--- src/rtl/commit_tracker.sv ---
// Commit tracker: compacts up to NCH retiring instructions per cycle into a queue,
// drains one per cycle onto a registered commit port, and latches trap/watchdog status.
module commit_tracker #(
    parameter int XLEN    = 64,
    parameter int NCH     = 2,
    parameter int DEPTH   = 8,
    parameter int TIMEOUT = 1024
) (
    input  logic                 clock,
    input  logic                 reset,
    input  logic [NCH-1:0]       in_valid,
    input  logic [NCH*XLEN-1:0]  in_pc,
    input  logic [NCH*32-1:0]    in_inst,
    input  logic [NCH-1:0]       in_wen,
    input  logic [NCH*8-1:0]     in_wdest,
    input  logic [NCH*XLEN-1:0]  in_wdata,
    input  logic [7:0]           in_trap_code,
    output logic                 in_ready,
    output logic                 cmt_valid,
    output logic [XLEN-1:0]      cmt_pc,
    output logic [31:0]          cmt_inst,
    output logic                 cmt_wen,
    output logic [7:0]           cmt_wdest,
    output logic [XLEN-1:0]      cmt_wdata,
    output logic                 trap,
    output logic [7:0]           trap_code,
    output logic [XLEN-1:0]      trap_pc,
    output logic                 timeout,
    output logic [63:0]          cycle_cnt,
    output logic [63:0]          instr_cnt
);
    localparam int PW = $clog2(DEPTH);
    localparam int CW = PW + 1;
    localparam int WW = $clog2(TIMEOUT + 1);
    localparam logic [6:0] TRAP_OP = 7'h6b;

    typedef struct packed {
        logic [XLEN-1:0] pc;
        logic [31:0]     inst;
        logic            wen;
        logic [7:0]      wdest;
        logic [XLEN-1:0] wdata;
        logic            trap;
        logic [7:0]      code;
    } entry_t;

    entry_t [NCH-1:0]         lane_e;
    entry_t                   mem_q [DEPTH];
    entry_t                   head_e;

    logic [PW-1:0]            head_q, head_d, tail_q, tail_d;
    logic [CW-1:0]            count_q, count_d, npush;
    logic [NCH-1:0]           acc;
    logic [NCH-1:0][PW-1:0]   slot;
    logic                     stop, pop;
    logic                     rdy_en_q, trap_acc_q, trap_acc_d;
    logic                     cmt_valid_q, cmt_wen_q;
    logic [XLEN-1:0]          cmt_pc_q, cmt_wdata_q;
    logic [31:0]              cmt_inst_q;
    logic [7:0]               cmt_wdest_q;
    logic                     trap_q, timeout_q;
    logic [7:0]               trap_code_q;
    logic [XLEN-1:0]          trap_pc_q;
    logic [63:0]              cycle_q, instr_q;
    logic [WW-1:0]            wdog_q, wdog_d;

    for (genvar g = 0; g < NCH; g++) begin : g_lane
        assign lane_e[g] = '{pc:    in_pc[g*XLEN +: XLEN],
                             inst:  in_inst[g*32 +: 32],
                             wen:   in_wen[g],
                             wdest: in_wdest[g*8 +: 8],
                             wdata: in_wdata[g*XLEN +: XLEN],
                             trap:  (in_inst[g*32 +: 7] == TRAP_OP),
                             code:  in_trap_code};
    end

    // rdy_en_q keeps the queue closed until the first edge after reset release
    assign in_ready = rdy_en_q && !trap_acc_q && (count_q <= CW'(DEPTH - NCH));
    assign pop      = (count_q != '0) && !trap_q;
    assign head_e   = mem_q[head_q];

    // Lane compaction; a trap lane closes the group so later lanes are dropped
    always_comb begin
        npush      = '0;
        stop       = 1'b0;
        acc        = '0;
        slot       = '0;
        trap_acc_d = trap_acc_q;
        for (int i = 0; i < NCH; i++) begin
            slot[i] = tail_q + npush[PW-1:0];
            if (in_valid[i] && in_ready && !stop) begin
                acc[i] = 1'b1;
                npush  = npush + CW'(1);
                if (lane_e[i].trap) begin
                    stop       = 1'b1;
                    trap_acc_d = 1'b1;
                end
            end
        end
    end

    always_comb begin
        tail_d  = tail_q + npush[PW-1:0];
        head_d  = head_q + PW'(pop);
        count_d = count_q + npush - CW'(pop);
        if (|acc)
            wdog_d = '0;
        else if (!trap_q && wdog_q != WW'(TIMEOUT))
            wdog_d = wdog_q + WW'(1);
        else
            wdog_d = wdog_q;
    end

    always_ff @(posedge clock) begin
        for (int i = 0; i < NCH; i++)
            if (acc[i]) mem_q[slot[i]] <= lane_e[i];
    end

    always_ff @(posedge clock or posedge reset) begin
        if (reset) begin
            rdy_en_q    <= 1'b0;
            head_q      <= '0;
            tail_q      <= '0;
            count_q     <= '0;
            trap_acc_q  <= 1'b0;
            cmt_valid_q <= 1'b0;
            cmt_pc_q    <= '0;
            cmt_inst_q  <= '0;
            cmt_wen_q   <= 1'b0;
            cmt_wdest_q <= '0;
            cmt_wdata_q <= '0;
            trap_q      <= 1'b0;
            trap_code_q <= '0;
            trap_pc_q   <= '0;
            timeout_q   <= 1'b0;
            cycle_q     <= '0;
            instr_q     <= '0;
            wdog_q      <= '0;
        end else begin
            rdy_en_q    <= 1'b1;
            head_q      <= head_d;
            tail_q      <= tail_d;
            count_q     <= count_d;
            trap_acc_q  <= trap_acc_d;
            cmt_valid_q <= pop;
            wdog_q      <= wdog_d;
            if (pop) begin
                cmt_pc_q    <= head_e.pc;
                cmt_inst_q  <= head_e.inst;
                cmt_wen_q   <= head_e.wen;
                cmt_wdest_q <= head_e.wdest;
                cmt_wdata_q <= head_e.wdata;
                instr_q     <= instr_q + 64'd1;
                if (head_e.trap) begin
                    trap_q      <= 1'b1;
                    trap_code_q <= head_e.code;
                    trap_pc_q   <= head_e.pc;
                end
            end
            if (!trap_q)
                cycle_q <= cycle_q + 64'd1;
            if (wdog_d == WW'(TIMEOUT))
                timeout_q <= 1'b1;
        end
    end

    assign cmt_valid = cmt_valid_q;
    assign cmt_pc    = cmt_pc_q;
    assign cmt_inst  = cmt_inst_q;
    assign cmt_wen   = cmt_wen_q;
    assign cmt_wdest = cmt_wdest_q;
    assign cmt_wdata = cmt_wdata_q;
    assign trap      = trap_q;
    assign trap_code = trap_code_q;
    assign trap_pc   = trap_pc_q;
    assign timeout   = timeout_q;
    assign cycle_cnt = cycle_q;
    assign instr_cnt = instr_q;

endmodule

--- config.mk ---
export PLATFORM = sky130hd
export DESIGN_NAME = commit_tracker
export DESIGN_NICKNAME = d
export VERILOG_FILES = /design/src/rtl/commit_tracker.sv
export SDC_FILE = /design/constraint.sdc
export NUM_CORES = 2
export LEC_CHECK = 0
export ABC_AREA = 0
export BUFFER_PORTS_ARGS = -buffer_cell sky130_fd_sc_hd__buf_2
export CORE_ASPECT_RATIO = 2
export CORE_MARGIN = 2
export CORE_UTILIZATION = 45
export CTS_BUF_LIST = sky130_fd_sc_hd__clkbuf_8
export DETAILED_ROUTE_END_ITERATION = 7
export PLACE_DENSITY = 0.62
export SLEW_MARGIN = 30
export SYNTH_ARGS = -nofsm -noshare
export SYNTH_HDL_FRONTEND = slang
export SYNTH_SLANG_ARGS = --single-unit
--- constraint.sdc ---
create_clock -name clock -period 20.3 [get_ports clock]
set_clock_uncertainty 0.1 [all_clocks]
set_input_delay 2.03 -clock clock [delete_from_list [all_inputs] [get_ports clock]]
set_output_delay 2.03 -clock clock [all_outputs]
set_load 0.02 [all_outputs]
==> impl_metrics.csv <==
group,metric,value,unit
yosys,synth_top_family_by_area,"multiplexers",
yosys,syn_nets,5412,
cts,htreeDepth,5,
yosys,yosys.area_share.adder,0.00296,
yosys,synthCells,5043,
yosys,synthXorXnorAreaFrac,0.0148,
layout,utilization,0.513,
setup_path,cp-start-kind,"input pin",
yosys,yosys.area.top_type_share,0.501,
yosys,synthSimpleGateAreaFrac,0.0308,
sta,setup_viol,0,
yosys,netlist_area,85400,µm²
power_and_ir_drop,switchingPower,0.00158,W
setup_path,path_class,"in -> reg",
sta,max-slew-margin-rel,0.280,
cts,cts_buffers,277,
yosys,async_flop_share,0.217,
yosys,yosys-top-cells-area,"edfxtp_1 (50%), mux2_2 (17%), dfrtp_1 (12%)",
sta,drv_slew,0,
yosys,ys_ff_latch,1819,
placed_design,placed_cell_area,91300,µm²
die,ios,723,
setup_path,path_buf_inv,3,
sta,max_freq,163,MHz
yosys,post-synth-top-count-cell,"edfxtp_1",
die,die_w,312,µm
sta,rsz0062_at_grt,"false",
yosys,synth_edf_count,1424,
power_and_ir_drop,netSwitchingFraction,0.217,
layout,drive_gt1_frac,0.477,
setup_path,worst_path_most_repeated_cell,"buf_4",
drt,vias,49500,
cts,numClockSinks,1819,
die,die-area,193000,µm²
setup_path,crit_chain,"buf_2 -> nand4b_1 -> or3_1 -> o211a_1 -> and2_1 -> nand3_4 -> o21ai_4 -> buf_4 -> buf_4",
power_and_ir_drop,power_frac_seq,0.550,
sta,setup_tns,0,ns
drt,drtIter0Drc,4022,
yosys,avgSynthCellArea,16.9,µm²
drt,drtPass1Iterations,6,
cts,cts-root-buf,"clkbuf_8",
yosys,yosysTopAreaCell,"edfxtp_1",
cts,cts_tree,"yes",
power_and_ir_drop,powerDensity,75.3,nW/µm²
drt,antenna_left,0,
sta,setup_slack,14.16,ns
cts,cts_max_path_buffers,4,
layout,nNetsFinal,6191,
cts,post_cts_resized,0,
placed_design,dp_slack,13.15,ns
power_and_ir_drop,p_clk_frac,0.415,
yosys,yosys_warnings,0,
die,start_util,0.452,
grt,grt_max_degree,164,
sta,min_period_over_period,0.302,
yosys,synth_top_flop_cell,"edfxtp_1",
grt,grt.total_usage,0.244,
setup_path,cp-end-kind,"flip-flop",
grt,grt_pass1_wl,350000,µm
sta,fin_worst_hold_slack,0.371,ns
flow_run,cap_violations,0,
yosys,netlist_top_cells_count,"edfxtp_1 (1424), mux2_2 (1257), dfrtp_1 (395), mux4_2 (356), nand2_1 (241)",
power_and_ir_drop,vdd_drop_max,62.3,µV
drt,avgViaCountPerCell,5.75,
die,design.core.area,189000,µm²
drt,drc,0,
setup_path,crit_slowest_cell,"buf_4",
sta,hold_viol,0,
layout,final_cell_area,97000,µm²
setup_path,cp.arrival,6.56,ns
power_and_ir_drop,power.leakage,35.3,nW
power_and_ir_drop,power_frac_comb,0.035,
cts,path_clk_slew,0.07,ns
hold_path,hold_class,"reg -> reg",
yosys,ys_seq_area_frac,0.617,
placed_design,port_buffers,722,
yosys,synth_compound_area_frac,0.0164,
setup_path,critPathMaxStageDelay,0.88,ns
drt,totalWireLength,239000,µm
outcome,outcome,"finished, final reports clean",
yosys,synth.distinct_cells,59,
placed_design,dp_hpwl,143000,µm
placed_design,gp_congestion,0.802,
layout,syn2layout_area_growth,13.6,%
grt,grt_pass1_vias,51800,
cts,hold_buffers,0,
grt,antenna_found_initial,155,
drt,avgRoutedWirePerCell,27.7,µm
yosys,synthMuxAreaShare,0.296,
power_and_ir_drop,p_int,0.00572,W
die,dieHeight,620,µm
grt,gr-total-overflow,0,
setup_path,path_delay_family,"buffers and inverters",
setup_path,critPathRequiredTime,20.72,ns
sta,fin_crit,6.14,ns
cts,cts_setup_buffers,0,
die,rows,226,
cts,clk_latency,0.93,ns
setup_path,critPathMaxFanout,51,
sta,worst_pin_slew,1.08,ns
## logic make-up (layout without fill, tap and decap cells)
family / after synthesis / count (layout)
xor gates and xnor gates: 144 / 144
AOI/OAI and AO/OA: 268 / 268
muxes: 1893 / 1893
other: 1 / 73
adders and majority gates: 19 / 19
DFF: 1819 / 1819
buffers and inverters: 340 / 1331
and+or+nand+nor: 559 / 559
## area by class of cell
cell class                      count  area (µm²)
Inverter                           31         124
Multi-Input combinational cell   2884       31000
Clock inverter                    173        1050
Tap cell                         2508        3140
Fill cell                       15900       91900
Timing Repair Buffer              809        4460
Clock buffer                      318        4380
Sequential cell                  1819       52700
Antenna cell                       72         180
## power by group through the flow
stage / registers [W] / logic (W) / clock network, W
3_5_place_dp: 0.00410 / 0.000249 / 0
4_1_cts: 0.00402 / 0.000251 / 0.00311
3_3_place_gp: 0.00410 / 0.000232 / 0
5_1_grt: 0.00402 / 0.000279 / 0.00325
6_report: 0.00402 / 0.000252 / 0.00303
2_1_floorplan: 0.00410 / 0.000132 / 0
## worst paths after layout
check                      slack [ns]  depth (start not counted)          start            end
max                             14.16                          9     in_inst[4]  mem_q[7][154]
min                              0.37                          1  instr_cnt[63]  instr_cnt[63]
max reg2reg                     14.41                         11     count_q[2]   mem_q[0][23]
min reg2reg                      0.37                          1  instr_cnt[63]  instr_cnt[63]
max in group asynchronous       16.96                          5          reset  cycle_cnt[49]
min in group asynchronous        1.11                          2          reset    trap_pc[31]
## layout by cell type, fill, tap and decap left out, types with 16 or more instances in the layout
master    instances
clkinv_1         28
a21oi_1          73
inv_1           119
ha_1             17
xor2_1           56
mux2_2         1257
dfrtp_1         392
mux2i_1         184
buf_2           722
clkbuf_8        318
buf_4            68
xnor2_1          88
and4_1           16
edfxtp_1       1424
mux2_4           44
nor2_1          127
nand3_1          51
mux4_2          356
o21ai_0         174
diode_2          72
mux2_1           52
and3_1           17
nand2_1         241
nand4_1          32
nor3_1           16
clkinv_2         29
## registers in the layout, summed over array words and instances (netlist names), 8 cells and up
name	flops
wdog_q	11
instr_cnt	64
cmt_inst	32
cycle_cnt	64
cmt_pc	64
trap_code	8
trap_pc	64
cmt_wdest	8
mem_q	1424
cmt_wdata	64
## metal layers
metal | global-route usage | up-vias | share of wire
li1 | - | 21400 | -
met1 | 0.318 | 25600 | 0.41
met2 | 0.392 | 1805 | 0.47
met3 | 0.0777 | 502 | 0.095
met4 | 0.0685 | 124 | 0.023
met5 | 0 | - | 0.0034
## through the flow
| step | instances | total power [W] |
|---|---|---|
| 2_1_floorplan | 5043 | 0.00423 |
| 3_3_place_gp | 8049 | 0.00433 |
| 3_5_place_dp | 8049 | 0.00435 |
| 4_1_cts | 8540 | 0.00738 |
| 5_1_grt | 8554 | 0.00755 |
| 6_report | 8614 | 0.00730 |
No activity file was read; power rests on OpenSTA's default activity.
